File: src/rtl/pipe_pkg.sv
// Shared pipeline definitions for the EX-stage operand forwarding control.
package pipe_pkg;

  localparam int unsigned REG_AW = 4;

  localparam logic [1:0] SEL_REG = 2'd0;
  localparam logic [1:0] SEL_MEM = 2'd1;
  localparam logic [1:0] SEL_WB  = 2'd2;

  typedef struct packed {
    logic              valid;
    logic              reg_wr;
    logic              mem_rd;
    logic [REG_AW-1:0] dst;
  } stage_t;

  localparam stage_t STAGE_IDLE = '0;

  // Newest producer wins: the one now in EX will sit in MEM next cycle.
  function automatic logic [1:0] sel_pick(input logic ex_hit, input logic mem_hit);
    if (ex_hit) begin
      return SEL_MEM;
    end else if (mem_hit) begin
      return SEL_WB;
    end
    return SEL_REG;
  endfunction

endpackage

File: src/rtl/fwd_match.sv
// Combinational test: does this pipeline stage write the given source register?
module fwd_match
  import pipe_pkg::*;
#(
  parameter bit ZERO_REG = 1'b1
) (
  input  stage_t            stage,
  input  logic [REG_AW-1:0] src,
  input  logic              src_used,
  output logic              match_c
);

  logic src_is_zero;
  logic unused_mem_rd;

  assign src_is_zero   = ZERO_REG && (src == REG_AW'(0));
  assign unused_mem_rd = stage.mem_rd;

  assign match_c = stage.valid & stage.reg_wr & (stage.dst == src) & src_used & ~src_is_zero;

endmodule

File: src/rtl/fwd_hazard_ctrl.sv
// Forwarding select and load-use stall control for the EX-stage ALU operand muxes.
module fwd_hazard_ctrl
  import pipe_pkg::*;
#(
  parameter bit          ZERO_REG = 1'b1,
  parameter int unsigned CNT_W    = 16
) (
  input  logic              clk,
  input  logic              rst,
  input  logic              id_valid,
  input  logic [REG_AW-1:0] id_src1,
  input  logic [REG_AW-1:0] id_src2,
  input  logic              id_use1,
  input  logic              id_use2,
  input  logic [REG_AW-1:0] id_dst,
  input  logic              id_reg_wr,
  input  logic              id_mem_rd,
  input  logic              flush,
  output logic              stall,
  output logic [1:0]        sel1,
  output logic [1:0]        sel2,
  output logic [CNT_W-1:0]  stall_count
);

  stage_t ex_q, ex_d;
  stage_t mem_q;
  stage_t wb_q;
  logic [1:0]       sel1_q, sel1_d;
  logic [1:0]       sel2_q, sel2_d;
  logic [CNT_W-1:0] cnt_q, cnt_d;

  logic ex1_hit, ex2_hit, mem1_hit, mem2_hit;
  logic advance;
  logic unused_wb;

  fwd_match #(.ZERO_REG(ZERO_REG)) u_ex_src1 (
    .stage(ex_q), .src(id_src1), .src_used(id_use1), .match_c(ex1_hit)
  );
  fwd_match #(.ZERO_REG(ZERO_REG)) u_ex_src2 (
    .stage(ex_q), .src(id_src2), .src_used(id_use2), .match_c(ex2_hit)
  );
  fwd_match #(.ZERO_REG(ZERO_REG)) u_mem_src1 (
    .stage(mem_q), .src(id_src1), .src_used(id_use1), .match_c(mem1_hit)
  );
  fwd_match #(.ZERO_REG(ZERO_REG)) u_mem_src2 (
    .stage(mem_q), .src(id_src2), .src_used(id_use2), .match_c(mem2_hit)
  );

  // A WB writer has reached the register file before its consumer reads operands in EX.
  assign unused_wb = ^wb_q;

  // Load in EX feeding the ID instruction: its data only exists after MEM.
  assign stall   = id_valid & ~flush & ex_q.valid & ex_q.mem_rd & (ex1_hit | ex2_hit);
  assign advance = id_valid & ~stall & ~flush;

  always_comb begin
    ex_d   = STAGE_IDLE;
    sel1_d = SEL_REG;
    sel2_d = SEL_REG;
    cnt_d  = cnt_q;
    if (advance) begin
      ex_d.valid  = 1'b1;
      ex_d.reg_wr = id_reg_wr;
      ex_d.mem_rd = id_mem_rd;
      ex_d.dst    = id_dst;
      sel1_d      = sel_pick(ex1_hit, mem1_hit);
      sel2_d      = sel_pick(ex2_hit, mem2_hit);
    end
    if (stall && (cnt_q != {CNT_W{1'b1}})) begin
      cnt_d = cnt_q + CNT_W'(1);
    end
  end

  always_ff @(posedge clk) begin
    if (rst) begin
      ex_q   <= STAGE_IDLE;
      mem_q  <= STAGE_IDLE;
      wb_q   <= STAGE_IDLE;
      sel1_q <= SEL_REG;
      sel2_q <= SEL_REG;
      cnt_q  <= '0;
    end else begin
      ex_q   <= ex_d;
      mem_q  <= ex_q;
      wb_q   <= mem_q;
      sel1_q <= sel1_d;
      sel2_q <= sel2_d;
      cnt_q  <= cnt_d;
    end
  end

  assign sel1        = sel1_q;
  assign sel2        = sel2_q;
  assign stall_count = cnt_q;

endmodule

File: config.mk
export PLATFORM = sky130hd
export DESIGN_NAME = fwd_hazard_ctrl
export DESIGN_NICKNAME = d
export VERILOG_FILES = /design/src/rtl/pipe_pkg.sv /design/src/rtl/fwd_match.sv /design/src/rtl/fwd_hazard_ctrl.sv
export SDC_FILE = /design/constraint.sdc
export NUM_CORES = 1
export LEC_CHECK = 0
export CORE_MARGIN = 5
export CORE_UTILIZATION = 41
export DETAILED_ROUTE_END_ITERATION = 6
export PLACE_DENSITY = 0.81
export REMOVE_ABC_BUFFERS = 1
export SYNTH_ARGS = -nofsm -noshare
export SYNTH_HDL_FRONTEND = slang
export SYNTH_HIERARCHICAL = 1
export SYNTH_SLANG_ARGS = --single-unit
File: constraint.sdc
create_clock -name clk -period 2.9 [get_ports clk]
set_input_delay 0.58 -clock clk [delete_from_list [all_inputs] [get_ports clk]]
set_output_delay 0.58 -clock clk [all_outputs]
set_load 0.05 [all_outputs]
== After elaboration in Yosys (flattened, before gate mapping) ==
Cells that the tools add are included.

* Add/subtract/negate cells: 1
* Equal/unequal tests: 5
* Muxes and demuxes: 11
* Bitwise gates (word level): 28
* Reduce and logical (&&, ||, !) cells: 8

{| class="wikitable"
|+ Operators by type and width
! operator !! number
|-
| 1-bit bitwise AND || 20
|-
| 16-bit by 1-bit adder with 16-bit output (second input constant) || 1
|-
| 4-bit equality test || 4
|-
| 16-bit inequality test (second input constant) || 1
|-
| 4-bit logical NOT || 2
|-
| 1-bit 2-to-1 mux || 8
|-
| 4-bit OR reduction || 2
|-
| 7-bit 2-to-1 mux || 1
|-
| 1-bit NOT || 7
|-
| 3-bit OR reduction || 2
|-
| 2-bit 2-to-1 mux || 2
|-
| 2-bit OR reduction || 1
|-
| 1-bit logical AND || 1
|-
| 1-bit bitwise OR || 1
|}

* Bits in registers: 33
* Input port bits: 20
* Logic and storage cells: 65

== Depth between registers and ports, before layout ==
* Depth after elaboration: 12
* Gate-level depth with buffers: 8
* Depth with buffers taken out: 7

== By module ==
The synthesis kept the hierarchy.

{| class="wikitable"
|+ By module, submodules not included
! module !! instances !! cells each !! area an instance (um2) !! seq. area each (um2)
|-
| fwd_hazard_ctrl || 1 || 147 || 1370.1 || 680.7
|-
| fwd_match || 4 || 8 || 62.6 || 0.0
|}

== Worst setup path before layout ==
No wires, ideal clock.

* Path kind: input-to-reg
* From: in id_src2[0]
* To: reg cnt_q[9] (netlist: stall_count[9])
* Setup time: 0.070 ns
* Arrival time: 2.773 ns
* Data required time: 2.830 ns
* Slack: 0.057 ns
* Cell stages on the path: 7
* Path through: or3_1 > a2111oi_2 > o211ai_1 > or4_1 > buf_2 > or4_1 > a21oi_1

* Cells in the longest elaborated chain, start to end: 7
* Elaborated cells between the ends (all ways): 9

{| class="wikitable"
|+ Ends and longest elaborated chain
! element !! line !! text
|-
| start: declaration || fwd_hazard_ctrl.sv:12 || <nowiki>input logic [REG_AW-1:0] id_src2,</nowiki>
|-
| 4-bit equality test || fwd_match.sv:19 || <nowiki>assign match_c = stage.valid & stage.reg_wr & (stage.dst == src) & src_used & ~src_is_zero;</nowiki>
|-
| 1-bit bitwise AND (2 in a row) || fwd_match.sv:19 ||
|-
| 1-bit bitwise AND * || fwd_match.sv:19 ||
|-
| named net ex2_hit || fwd_hazard_ctrl.sv:32 || <nowiki>logic ex1_hit, ex2_hit, mem1_hit, mem2_hit;</nowiki>
|-
| 1-bit bitwise OR * || fwd_hazard_ctrl.sv:53 || <nowiki>assign stall = id_valid & ~flush & ex_q.valid & ex_q.mem_rd & (ex1_hit | ex2_hit);</nowiki>
|-
| 1-bit bitwise AND * || fwd_hazard_ctrl.sv:53 ||
|-
| 1-bit logical AND * || fwd_hazard_ctrl.sv:69 || <nowiki>if (stall && (cnt_q != {CNT_W{1'b1}})) begin</nowiki>
|-
| end signal: assignment || fwd_hazard_ctrl.sv:88 || <nowiki>cnt_q <= cnt_d;</nowiki>
|-
| end: declaration || fwd_hazard_ctrl.sv:30 || <nowiki>logic [CNT_W-1:0] cnt_q, cnt_d;</nowiki>
|}

The timed path passes the listed nets; every way through them passes the cells marked *.
A chain may end at the register's enable or synchronous reset.

== Final worst setup path ==
* From: in id_src2[1]
* To: out stall

* Cells in the longest elaborated chain, start to end: 6
* Elaborated cells between the ends (all ways): 8

{| class="wikitable"
|+ Ends and longest elaborated chain
! element !! line !! text
|-
| 4-bit equality test || fwd_match.sv:19 ||
|-
| 1-bit bitwise AND (2 in a row) || fwd_match.sv:19 ||
|-
| 1-bit bitwise AND * || fwd_match.sv:19 ||
|-
| named net ex2_hit || fwd_hazard_ctrl.sv:32 ||
|-
| 1-bit bitwise OR * || fwd_hazard_ctrl.sv:53 ||
|-
| 1-bit bitwise AND * || fwd_hazard_ctrl.sv:53 ||
|-
| end: declaration || fwd_hazard_ctrl.sv:19 || <nowiki>output logic stall,</nowiki>
|}

Marks and branches as above.

==> metrics <==
worst r2r src=ex_q[1]; # DRC=0; Worst Hold Launch=ex_q[5]; Worst-path clk slew=0.07 ns; Peak supply drop=0.254 mV; post-placement cell area=0.00217 mm^2; vias per cell=5.50; Starting Density=0.429; status=finished, final reports clean; Mean Syn Cell Area=roughly 9.0 um^2; final hold slack=around 0.5 ns; CP Class=in -> out; area delta synth->final=48.9%; first-pass GRT wire length=6.67 mm; Cells after Synth=177; Max-Cap Viols=0; CP arrival=2.21 ns; Filler Cells Inserted=~320; YS warnings=6; Leak=about 0.86 nW; Antenna diodes=0; WHS Path Cells=1; CP required=2.32 ns; Initial DRT Pass Iterations=4; io pins=41; cell internal pwr=0.000839 W; Worst Setup End Kind=output pin; CTS Buffer Depth=2; input/output buffers=40; r2r setup slk=0.20 ns; Crit Path Max Fanout=3; Max-Slew Margin vs Limit=0.663; RR Endpoint=stall_count[13]; initial detailed-routing violation count=72; die width=72.4 um; TritonCTS clock tree=built; aggregate global-route resource usage=0.161; Slew @ Worst Pin=0.504 ns; Clock Tree Root=clkbuf_8; crit path time final=2.79 ns; period utilization=0.962; Setup violations, final=0; clk_skew=0.00277 ns; clock share of power=0.490; top achievable clock speed=358 MHz; Place WS=-0.578 ns; Worst-Skew Late Latency=between 0.2 and 0.3 ns; combinational power share=0.067; vias in the first global route=1510; most frequent cells in the layout=dfxtp_1 (32), clkdlybuf4s50_1 (32), buf_4 (22); post-route setup slack=between 0.1 and 0.15 ns; share of layout cells above drive strength 1=0.194; Final ANT Viol Nets=0; hold path endpoint=mem_q[5]; R2R cell count=8; area occupied by multi-input gates=a little over 900 um^2; mapped cell area=0.00159 mm^2; DIE HEIGHT=72.4 um; routability cong.=0.997; pwr dens=439 mW/mm^2; switching share of total power=0.196; CTS Buf Count=5; Total Routed Length=3.99 mm; # clock sinks=33; die area=0.00523 mm^2; htree depth=2; Slew Limit Fails=0; P_sw=0.000204 W; Core Box Area=0.00372 mm^2; register area=662 um^2; DP HPWL=2.91 mm; Sequential Power Share=0.443; grt total ovfl=0; largest net degree at the start of global routing=12; Nets=262; cts hold-fix bufs=0; DR WL/cell=between 10 and 15 um; initial antenna violation count=0; final instance area=approximately 0.0024 mm^2; HP Class=reg -> reg; Fin. Hold Viols=0; vias=1594; Rows=22; crit start category=input pin
[routing by layer]
| layer | vias to the layer above | GRT usage | part of all wire |
|---|---|---|---|
| met4 | 0 | 0.0856 | 0.026 |
| met5 | - | 0 | 0 |
| met1 | 739 | 0.183 | 0.40 |
| met2 | 61 | 0.281 | 0.51 |
| li1 | 782 | - | - |
| met3 | 12 | 0.0319 | 0.060 |
[how the worst max path moves through the flow]
stage,from,end,slack [ns],cells past startpoint
final,id_src2[1],stall,0.11,9
after global routing,id_use1,stall_count[13],-0.05,8
after CTS,id_src2[1],stall,0.006,9
after detailed placement,id_src2[2],stall_count[9],-0.58,9
after global placement,id_src2[2],stall_count[9],-0.51,9
after floorplan,id_src2[0],stall_count[9],0.05,6
[power by group through the flow]
| stage | Clock [W] | Combinational [W] | Sequential (W) |
|---|---|---|---|
| 2_1_floorplan | 0 | 0.0000218 | 0.000471 |
| 3_3_place_gp | 0 | 0.0000682 | 0.000472 |
| 3_5_place_dp | 0 | 0.0000704 | 0.000472 |
| 4_1_cts | 0.000523 | 0.0000692 | 0.000462 |
| 5_1_grt | 0.000538 | 0.0000750 | 0.000463 |
| 6_report | 0.000511 | 0.0000699 | 0.000462 |
[flip-flops by register name (all words and copies together), names as in the netlist]
signal and flops:
sel2 2, stall_count 16, mem_q 6, sel1 2, ex_q 7
[critical path, stage by stage]
cell and delay [ns]:
clkdlybuf4s50_1 0.49, xnor2_1 0.12, nand4_1 0.14, a2111oi_2 0.23
buf_4 0.18, o211a_1 0.20, nand2_2 0.07, inv_2 0.07
buf_12 0.13
[what timing repair did]
action,4_1_cts,5_1_grt
cloned,1,0
pin swaps,9,5
resized for setup,12,5
buffers inserted,5,0
setup endpoints to repair,6,7
endpoints found under the hold margin,0,0
[stage by stage]
step,utilization,TNS [ns],total power [W],instances
final,0.639,0,0.00104,290
after floorplan,-,0,0.000493,171
after CTS,0.636,0,0.00105,290
after global placement,0.583,-3.88,0.000541,276
after global routing,0.639,-0.0472,0.00108,290
after detailed placement,0.583,-4.31,0.000543,276
[cell type report]
class / count / share of cell area
clock inverter: 3 / 0.0274
inverter: 6 / 0.00949
timing repair buffer: 62 / 0.240
tap: 48 / 0.0253
multi-input combinational: 133 / 0.390
clock buffer: 5 / 0.0290
sequential: 33 / 0.279
(Power assumes the default switching activity.)
==> RTL change 1: new RTL, same flow settings <==
`ZERO_REG` is set to 1'b1 in 2 places; all go to 1'b0.
--- a/src/rtl/fwd_match.sv
+++ b/src/rtl/fwd_match.sv
@@ -4,3 +4,3 @@
 #(
-  parameter bit ZERO_REG = 1'b1
+  parameter bit ZERO_REG = 1'b0
 ) (
--- a/src/rtl/fwd_hazard_ctrl.sv
+++ b/src/rtl/fwd_hazard_ctrl.sv
@@ -4,3 +4,3 @@
 #(
-  parameter bit          ZERO_REG = 1'b1,
+  parameter bit          ZERO_REG = 1'b0,
   parameter int unsigned CNT_W    = 16
Function: changed (Yosys sat finds a counterexample within 4 cycles, from zero or initial values and one cycle with rst high).
==> RTL change 1 against the original RTL <==
Setup slack got worse by 28 ps. Cell area fell by 4.1%. Total power fell by 13%. Clock skew rose by 5.1 ps. Die area fell by 1.9%. Area after synthesis fell by 2.2%. Synthesized cell count fell by 4.5%. Wire length fell by 6.5%. Largest cell class unchanged. Via count fell by 7.5%. Sequential cell count did not move.
==> RTL change 1: results <==
set metrics [dict create \
    grt_pass1_vias 1372 \
    largest_reg_flops 16 \
    max_slew.worst_pin.slew_ps 873 \
    place_hpwl_um 2750 \
    clockBufferDepth 2 \
    yosysWarnings 6 \
    htree_levels 2 \
    drt_first_pass_iters 4 \
    p_leak_nw 0.835 \
    fill_cells 289 \
    min_path_type "flop to flop" \
    skew_ps 7.86 \
    layout.nets 250 \
    gp_congestion 0.885 \
    grt_pass1_wl_um 6010 \
    drt_iter0_markers 88 \
    grt_max_degree 28 \
    cp.arrival_ps 3030 \
    ir_worst_vdd_mv 0.374 \
    finalSetupViolations 0 \
    drive_above_1_share 0.174 \
    swShare 0.213 \
    cp_max_fo 8 \
    via_per_inst 5.30 \
    outcome "complete, no violations" \
    antenna_found_initial 0 \
    grt_use_total 0.149 \
    drt-total-wl_um 3730 \
    diodes 0 \
    clk_pin_slew_ps 70 \
    cts_root_buffer "clkbuf_8" \
    io_buffers 40 \
]
RTL change 1: worst paths after layout:
check                         end        from  cells past startpoint  slack, ps
hold reg to reg          mem_q[5]     ex_q[5]                      1        500
setup reg to reg  stall_count[13]     ex_q[2]                      7        490
setup / recovery  stall_count[13]  id_src2[2]                      8         80
hold / removal           mem_q[5]     ex_q[5]                      1        500
RTL change 1: worst max-delay path, cell delays in order:
cell and delay [ps]:
clkdlybuf4s50_1 490, xnor2_1 140, nand4_1 170, nor4_4 340, o211ai_1 140, or4_4 480, or4_1 510, a21oi_1 180
RTL change 1: per-stage QoR:
| step | hold WS, ps | utilization | setup slack (ps) | std cells | cell area [sq um] |
|---|---|---|---|---|---|
| 5_1_grt | 513 | 0.622 | -13.1 | 278 | 2280 |
| 3_3_place_gp | 480 | 0.578 | -254 | 266 | 2120 |
| 6_report | 499 | 0.622 | 82.1 | 278 | 2280 |
| 4_1_cts | 505 | 0.615 | 43.8 | 276 | 2250 |
| 2_1_floorplan | 457 | - | 324 | 163 | 1530 |
| 3_5_place_dp | 489 | 0.578 | -363 | 266 | 2120 |
RTL change 1: power by group through the flow:
stage	registers (W)	logic, W	clock network (W)
3_3_place_gp	0.000471	0.0000659	0
5_1_grt	0.000462	0.0000738	0.000403
2_1_floorplan	0.000471	0.0000193	0
4_1_cts	0.000462	0.0000679	0.000382
3_5_place_dp	0.000472	0.0000671	0
6_report	0.000462	0.0000690	0.000375
RTL change 1: area by class of cell:
type	count	area share
Timing Repair Buffer	59	0.243
Inverter	6	0.00990
Multi-Input combinational cell	124	0.386
Clock inverter	1	0.00220
Clock buffer	7	0.0423
Sequential cell	33	0.290
Tap cell	48	0.0264
RTL change 1: layer usage:
layer,vias up,part of all wire,track usage
li1,735,-,-
met1,681,0.42,0.169
met2,49,0.50,0.253
met3,9,0.062,0.0449
met4,0,0.021,0.0689
met5,-,0,0
RTL change 1: repair_timing:
item	4_1_cts	5_1_grt
setup buffers	2	2
resized for setup	5	1
setup endpoints to repair	5	5
hold endpoints to repair	0	0
pin swaps	3	6
==> RTL change 2: new RTL, same flow settings <==
Without the edit above. Make the reset (`rst`) asynchronous in one clocked block.
--- a/src/rtl/fwd_hazard_ctrl.sv
+++ b/src/rtl/fwd_hazard_ctrl.sv
@@ -73,3 +73,3 @@
 
-  always_ff @(posedge clk) begin
+  always_ff @(posedge clk or posedge rst) begin
     if (rst) begin
Behaviour: differs if rst is asserted again (counterexample within 4 cycles, from zero or initial values and one cycle with rst high); with rst held inactive, the same outputs for 10 cycles.
==> RTL change 2 against the original RTL <==
Non-clock buffer count down 11. Critical path depth down 1. Cell area down 2.3%. Hold slack worse by 64 ps. Wire length down 7.7%. Synthesized cell count down 23%. Setup slack worse by 34 ps. Area after synthesis up 1.6%. Total power up 1.7%. Sequential cell count unchanged. Combinational power up 9.4%. Critical path type unchanged.
==> RTL change 2: results <==
set metrics [dict create \
    multi_input_cells 97 \
    utilization 0.620 \
    syn_inst 137 \
    regArea_sq_um 827 \
    grt_use_met2 0.238 \
    grtUsageMet1 0.183 \
    wl_met3_um 307 \
    drt_first_pass_iters 6 \
    multiInputGateArea_sq_um 795 \
    stdcell_count 241 \
    met1Wirelength_um 1520 \
    met3_usage 0.0551 \
    grt_pass1_vias 1266 \
    clkCellAreaFrac 0.0577 \
    diodes 0 \
    seqPwrFrac 0.448 \
    cts_resized 14 \
    grt_use_total 0.149 \
    dpl_worst_slack_ps -214 \
    post-route-min-period_ps 2820 \
    drv_slew 0 \
    max_slew.worst_pin.slew_ps 675 \
    nonClkBufAreaFrac 0.211 \
    placed_cells 233 \
    pg_seq_w 0.000475 \
    clk_latency_ps 280 \
    fill_cells 303 \
    layout.nets 213 \
    gp_congestion 0.808 \
    drt-total-wl_um 3680 \
    place_hpwl_um 2710 \
    flops_and_latches 33 \
    drt_iter0_markers 55 \
    n_all_buffers 51 \
    reg2reg_to "stall_count[1]" \
    placed_area_sq_mm 0.00215 \
    reg2reg_slack_ps 460 \
    p_clk_w 0.000509 \
    skew_ps 4.89 \
    drive_above_1_share 0.197 \
    grt_pass1_wl_um 6040 \
    nNonClkInverters 4 \
    reg2reg_from "ex_q[1]" \
    via_per_inst 5.20 \
    cellInternalPower_w 0.000848 \
    p_leak_nw 1.04 \
    cts_root_buffer "clkbuf_8" \
    cp-startpoint "id_src1[2]" \
    outcome "complete, no violations" \
    ir_worst_vdd_mv 0.615 \
    wl_met2_um 1770 \
    grt_max_degree 34 \
    cp.arrival_ps 2240 \
]
RTL change 2: cell count changes in the layout (fill, tap and decap cells not counted), sizes merged, moves of 5 or more:
cell   before  now
nor2b      11    1
xnor2       4   10
buf        23   12
o31ai       5    0
or4         9    0
dfrtp       0   33
dfxtp      33    0
xor2        8   17
a21oi      12    0
RTL change 2: worst min-delay path by stage:
| stage | from | endpoint | slack [ps] | cells past startpoint |
|---|---|---|---|---|
| finish | ex_q[5] | mem_q[5] | 430 | 0 |
| detailed placement | ex_q[5] | mem_q[5] | 420 | 0 |
| CTS | ex_q[5] | mem_q[5] | 440 | 0 |
| floorplan | ex_q[5] | mem_q[5] | 370 | 0 |
| global route | ex_q[5] | mem_q[5] | 440 | 0 |
| global placement | ex_q[5] | mem_q[5] | 390 | 0 |
RTL change 2: worst max-delay path, cell delays in order:
cell	delay, ps
dlygate4sd2_1	230
nor3_1	60
or3_4	400
a2111oi_4	350
o211ai_2	130
or2_1	270
inv_2	80
buf_12	130
